$ cat config.mk
export PLATFORM = sky130hd
export DESIGN_NAME = lzx_shift_tx
export DESIGN_NICKNAME = d
export VERILOG_FILES = /design/src/rtl/lzx_shift_tx.sv
export SDC_FILE = /design/constraint.sdc
export NUM_CORES = 1
export LEC_CHECK = 0
export CORE_MARGIN = 3
export CORE_UTILIZATION = 54
export CTS_BUF_LIST = sky130_fd_sc_hd__clkbuf_16
export DETAILED_ROUTE_END_ITERATION = 10
export GPL_TIMING_DRIVEN = 0
export MAX_ROUTING_LAYER = met4
export PLACE_DENSITY_LB_ADDON = 0.12
export SETUP_SLACK_MARGIN = 0.2
export SLEW_MARGIN = 20
export SYNTH_ARGS = -nofsm -noshare
export SYNTH_HDL_FRONTEND = slang
export SYNTH_SLANG_ARGS = --single-unit
$ cat constraint.sdc
create_clock -name CLK -period 4.79 [get_ports CLK]
set_input_delay 0.7185 -clock CLK [delete_from_list [all_inputs] [get_ports CLK]]
set_output_delay 0.7185 -clock CLK [all_outputs]
set_load 0.02 [all_outputs]
$ cat src/rtl/lzx_shift_tx.sv
// Serial shift-out transmitter for a 74HC595-style receiver chain.
// A parallel word is accepted on LOAD/READY, shifted out on SER/SRCLK, then latched with RCLK.
module lzx_shift_tx #(
  parameter int WIDTH     = 8,
  parameter int DIV       = 2,
  parameter bit LSB_FIRST = 1'b0
) (
  input  logic             CLK,
  input  logic             RD,
  input  logic [WIDTH-1:0] DATA,
  input  logic             LOAD,
  output logic             READY,
  output logic             SER,
  output logic             SRCLK,
  output logic             RCLK,
  output logic             DONE,
  output logic [1:0]       dbg_state
);

  // Handshake: a word is taken on a rising CLK edge where LOAD and READY are both 1.
  // READY is 1 only in IDLE; LOAD at any other time is ignored, never queued.

  localparam int BW = $clog2(WIDTH + 1);
  localparam int PW = (DIV > 1) ? $clog2(DIV) : 1;
  localparam logic [PW-1:0] PH_LAST  = PW'(DIV - 1);
  localparam logic [BW-1:0] BIT_LAST = BW'(WIDTH - 1);

  typedef enum logic [1:0] {
    IDLE     = 2'd0,
    SHIFT_LO = 2'd1,
    SHIFT_HI = 2'd2,
    LATCH    = 2'd3
  } state_t;

  state_t           state, state_n;
  logic [PW-1:0]    phase, phase_n;
  logic [BW-1:0]    bit_cnt, bit_n;
  logic [WIDTH-1:0] shreg, shreg_n;
  logic             ready_n, ser_n, srclk_n, rclk_n, done_n;

  logic             first_bit;
  logic             next_bit;
  logic [WIDTH-1:0] shifted;
  logic             phase_last;

  // The current bit always sits at the outgoing end of shreg.
  always_comb begin
    first_bit = LSB_FIRST ? DATA[0] : DATA[WIDTH-1];
    shifted   = LSB_FIRST ? (shreg >> 1) : (shreg << 1);
    next_bit  = LSB_FIRST ? shifted[0] : shifted[WIDTH-1];
  end

  assign phase_last = (phase == PH_LAST);
  assign dbg_state  = state;

  always_ff @(posedge CLK or negedge RD) begin
    if (!RD) begin
      state   <= IDLE;
      phase   <= '0;
      bit_cnt <= '0;
      shreg   <= '0;
      READY   <= 1'b1;
      SER     <= 1'b0;
      SRCLK   <= 1'b0;
      RCLK    <= 1'b0;
      DONE    <= 1'b0;
    end else begin
      state   <= state_n;
      phase   <= phase_n;
      bit_cnt <= bit_n;
      shreg   <= shreg_n;
      READY   <= ready_n;
      SER     <= ser_n;
      SRCLK   <= srclk_n;
      RCLK    <= rclk_n;
      DONE    <= done_n;
    end
  end

  // Output values are computed for the next state so every pin comes straight off a flop.
  always_comb begin
    state_n = state;
    phase_n = phase;
    bit_n   = bit_cnt;
    shreg_n = shreg;
    ready_n = 1'b0;
    ser_n   = SER;
    srclk_n = 1'b0;
    rclk_n  = 1'b0;
    done_n  = 1'b0;

    case (state)
      IDLE: begin
        ready_n = 1'b1;
        ser_n   = 1'b0;
        phase_n = '0;
        bit_n   = '0;
        if (LOAD && READY) begin
          shreg_n = DATA;
          ser_n   = first_bit;
          ready_n = 1'b0;
          state_n = SHIFT_LO;
        end
      end

      SHIFT_LO: begin
        if (phase_last) begin
          phase_n = '0;
          srclk_n = 1'b1;
          state_n = SHIFT_HI;
        end else begin
          phase_n = phase + 1'b1;
        end
      end

      SHIFT_HI: begin
        srclk_n = 1'b1;
        if (phase_last) begin
          phase_n = '0;
          srclk_n = 1'b0;
          if (bit_cnt == BIT_LAST) begin
            ser_n   = 1'b0;
            rclk_n  = 1'b1;
            state_n = LATCH;
          end else begin
            bit_n   = bit_cnt + 1'b1;
            shreg_n = shifted;
            ser_n   = next_bit;
            state_n = SHIFT_LO;
          end
        end else begin
          phase_n = phase + 1'b1;
        end
      end

      LATCH: begin
        rclk_n = 1'b1;
        ser_n  = 1'b0;
        if (phase_last) begin
          phase_n = '0;
          rclk_n  = 1'b0;
          done_n  = 1'b1;
          ready_n = 1'b1;
          state_n = IDLE;
        end else begin
          phase_n = phase + 1'b1;
        end
      end

      default: state_n = IDLE;
    endcase
  end

endmodule

Yosys cells after proc, flatten, opt, wreduce, memory -nomap -nowiden
Index checks and enable logic that the tools add are counted.
- flip-flop bits (word level): 19
- memory bits (read-only): 0
- memories: 0
- latch bits: 0
- input port bits: 11
- memory bits (writable): 0
- logic and storage cells: 57
- divide/modulo/power cells: 0
- reductions and logical operators: 9
- multipliers: 0
- shifts and indexed selects: 0
- bitwise operators: 0
- $lt $le $gt $ge: 0
- muxes and demuxes: 28
- equal/unequal tests: 9
- add/sub/neg operators: 2
- operator list (kind ; count):
    $mux 7 ; 3
    $pmux 7 s2 ; 1
    $mux 1 ; 10
    $mux 2 ; 5
    $ne 2x2->1 const B ; 5
    $mux 4 ; 2
    $pmux 1 s2 ; 4
    $pmux 2 s4 ; 1
    $pmux 4 s2 ; 1
    $reduce_and 4->1 ; 2
    $add 4x1->4 const B ; 1
    $eq 2x2->1 const B ; 2
    $eq 4x3->1 const B ; 1
    $pmux 1 s3 ; 1
    $reduce_and 3->1 ; 1
    $reduce_bool 3->1 ; 1
    $reduce_or 3->1 ; 1
    $eq 2x1->1 const B ; 1
    $logic_not 2->1 ; 1
    $reduce_and 2->1 ; 1
    $reduce_bool 2->1 ; 1
    $add 1x1->1 const B ; 1
    $logic_and 1x1->1 ; 1

Depth between registers and ports, before layout
- word-level depth: 4
- depth in mapped cells: 7

Least setup slack after synthesis
Ideal clock, no wire load.
- path type: register to register
- from: reg state[0], in the netlist dbg_state[0]
- to: reg shreg[0]
- data required time: 4665 ps
- path slack: 2835 ps
- stages on the path, launching flop included: 7
- arrival time: 1830 ps
- cells stage by stage: dfrtp_1 -> inv_1 -> ha_1 -> buf_4 -> and4b_4 -> nor3b_4 -> mux2_2
- word-level cells in the longest chain between the ends: 3
- elaborated cells between the ends (all ways): 8
- classes of those cells: eq/ne: 4; mux: 1; reduce/logical: 3
- RTL lines (element ; line ; RTL):
    start, declared ; 35 ; state_t state, state_n;
    start signal, assigned ; 68 ; state <= state_n;
    $eq 2x2->1 / $logic_not 2->1 (equally long branches) ; 92 ; case (state)
    $ne 2x2->1 (no source line) / $reduce_bool 2->1 (equally long branches) ; -- ;
    $reduce_and 4->1 (no source line) ; -- ;
    end signal, assigned ; 71 ; shreg <= shreg_n;
    end, declared ; 38 ; logic [WIDTH-1:0] shreg, shreg_n;
Parallel ways exist; a longest one is shown, timed or not.
A chain may end at the register's enable or synchronous reset.

Worst setup path in the final report
- from: reg READY
- to: out READY
- RTL lines (element ; line ; RTL):
    start, declared ; 12 ; output logic READY,
    start signal, assigned ; 72 ; READY <= ready_n;
No word-level cell between the ends.

==> summary.txt <==
Timing
  • Final period utilization: 44.0%
  • Worst rel slew slack: 45.9%
  • Slew @ Worst Pin: just over 0.8 ns
  • Final hold violation count: 0
  • Post-route minimum period: around 2.1 ns
  • Final setup fails: 0
  • Setup TNS Final: 0 ns
  • RSZ-0062 raised after global routing: false
  • Clk_skew: approximately 0.0012 ns
  • Max Clock Freq: about 470 MHz
  • Final Max Tran Viols: 0
  • Final hold slack: approximately 0.5 ns

Logic synthesis
  • Synth Area per Inst: 11.8 µm²
  • Area leader, netlist: dfrtp_1
  • Post-synthesis cell count: 83
  • Yosys reg bits: 19
  • Cell variety after synth: 30
  • Synthesized net count: 99
  • Syn. warnings: 0
  • Register area share after synthesis: 48.5%
  • Share of the synthesized area in the top cell type: 45.9%
  • Mapped cell area: slightly below 1000 µm²
  • Synth top area cells: dfrtp_1 46%, mux2_2 16%, ha_1 6.4%

Setup path
  • Kind of end point of the critical path: output port
  • Req. time, crit path: about 4.1 ns
  • Buffers and inverters on the worst path: 1
  • Critical path launch point type: flop
  • Worst Path Max Fanout: 3
  • Kind of critical path: reg2out
  • Crit-path leading delay family: buffers and inverters
  • Crit path cell chain: clkdlybuf4s50_1
  • Max stage delay on crit path: approximately 0.61 ns
  • Slowest cell on crit path: clkdlybuf4s50_1
  • Worst EP arrival: approximately 1.4 ns

Route
  • Post-route DRC: 0
  • Via density: around 5.6
  • Routed WL: about 1800 µm
  • Pre-Repair DR Iteration Count: 4
  • WL per Instance: about 14 µm
  • Via Count: roughly 720
  • Routed Antenna Nets: 0
  • Initial DRC Count: 18

Global routing
  • First-pass GRT wire length: about 3200 µm
  • Initial antenna violation count: 0
  • Total Routing Usage GR: between 10% and 20%
  • Vias in the first global route: roughly 700
  • Largest net degree at the start of global routing: 20
  • Gr ovfl total: 0

Worst hold path
  • Hold Path Class: reg2reg

Clock tree
  • Clk sink count: 19
  • Worst skew pair latency: 0.25 ns
  • Cts bufs inserted: 3
  • H-tree depth: 1
  • Cts repair resizes: 0
  • CTS root buf: clkbuf_16
  • CTS tree: done
  • Post-cts hold buffer count: 0
  • Clock Tree Buf Depth: 2
  • Post CTS Setup Buffer Count: 0
  • Worst-path clk slew: around 0.050 ns

Die
  • Core area: ~1600 µm²
  • Die span in x: just under 50 µm
  • Die area: 2370 µm²
  • Io pins: 18
  • Core Rows: 14
  • DIE HEIGHT: just under 50 µm
  • Starting Density: approximately three fifths

Placement
  • Placed cells: 124
  • IO Port Bufs: 17
  • Dpl hpwl: around 1300 µm
  • Gpl congestion: 0.866

Power and ir drop
  • Final Total Pwr: roughly 0.86 mW
  • Net Sw Power: 0.301 mW
  • Pwr dens: 684 nW/µm²
  • Part of the power in registers: 32.3%
  • Sw Ratio: about a third
  • Static Leak: ~0.55 nW
  • Clock power frac: 19.3%
  • Pint: 0.561 mW
  • Worst vdd ir: roughly 0.4 mV
  • Comb power frac: between 40% and 50%

Layout
  • Commonest non-fill, non-tap cell in the layout: dfrtp_1
  • Finished Layout Cells: 128
  • Ant. Diodes: 0
  • NumNets Final: 121
  • Share of cells above drive strength 1: 22.1%
  • Area delta synth->final: 28.4%
  • Most frequent cells in the layout: 18 x dfrtp_1, 17 x clkdlybuf4s50_1, 14 x mux2_2
  • Util after Layout: 78.3%

Run
  • Max Cap Violations: 0

Status
  • Status: complete, no violations
-- metal layers --
metal / wire [µm] / global-route usage, % / vias up
li1: - / - / 337
met2: 950 / 31.2 / 26
met3: 99 / 3.68 / 2
met1: 751 / 18.4 / 357
met5: 0 / - / -
met4: 14 / 10.4 / 0
-- power by group through the flow --
stage / logic (mW) / registers [mW] / clock network, mW
2_1_floorplan: 0.274 / 0.299 / 0
3_3_place_gp: 0.403 / 0.275 / 0
3_5_place_dp: 0.417 / 0.279 / 0
4_1_cts: 0.420 / 0.277 / 0.170
5_1_grt: 0.454 / 0.288 / 0.180
6_report: 0.418 / 0.278 / 0.166
-- Yosys cell counts --
library cell and instances:
clkbuf_1 1, and4b_4 1, nor3b_4 1, mux2i_1 1
buf_2 1, nand3b_1 2, dfstp_2 1, dfrtp_1 18
a31oi_1 2, nor2_1 3, nand4b_1 1, mux2_2 14
inv_1 5, a2bb2oi_1 1, o21bai_1 1, a22o_1 1
o21ai_0 5, nand2b_1 3, a21oi_1 2, o2bb2ai_1 1
nand3_1 3, xor2_1 1, a41oi_1 1, ha_1 5
nand2_1 3, nand4_1 1, a21bo_2 1, and2_1 1
nor2b_1 1, buf_4 1
-- state kept, by name (all words and copies together), names as in the netlist --
signal	flops
phase	1
shreg	7
SRCLK	1
READY	1
bit_cnt	4
RCLK	1
DONE	1
dbg_state	2
SER	1
-- cells by family (layout without fill, tap and decap cells) --
family / count (synthesis) / after routing / synth area share [%]
AND/OR/NAND/NOR: 20 / 20 / 13.4
adder cells (fa/ha/maj): 5 / 5 / 6.37
flip-flops: 19 / 19 / 48.5
XOR/XNOR: 1 / 1 / 0.892
AO/OA/AOI/OAI: 15 / 15 / 10.2
buffers and inverters: 8 / 29 / 3.57
multiplexers: 15 / 15 / 17.1
-- path summary, 6_finish.rpt --
check	slack [ns]	depth (start not counted)	from	to
max	2.68	1	READY$_DFF_PN1_	READY
min	0.50	1	shreg[0]$_DFFE_PN0P_	shreg[0]$_DFFE_PN0P_
max reg2reg	2.76	6	dbg_state[0]$_DFFE_PN0P_	shreg[6]$_DFFE_PN0P_
min reg2reg	0.50	1	shreg[0]$_DFFE_PN0P_	shreg[0]$_DFFE_PN0P_
max in group asynchronous	3.35	1	RD	shreg[1]$_DFFE_PN0P_
min in group asynchronous	0.94	1	RD	bit_cnt[0]$_DFFE_PN0P_
-- cell type report --
| type | count | area (µm²) |
|---|---|---|
| clock inverter | 1 | 3.75 |
| timing repair buffer | 17 | 170 |
| multi-input combinational | 56 | 470 |
| clock buffer | 3 | 75.1 |
| inverter | 5 | 18.8 |
| buffer | 3 | 16.3 |
| sequential | 19 | 477 |
| tap | 24 | 30.0 |
| fill | 107 | 350 |
-- per-stage QoR --
step | setup slack, ns | area (µm²)
finish | 2.68 | 1260
global placement | 2.53 | 1180
floorplan | 2.84 | 982
detailed placement | 2.51 | 1180
global route | 2.64 | 1260
CTS | 2.68 | 1260
No activity file was read; power rests on OpenSTA's default activity.
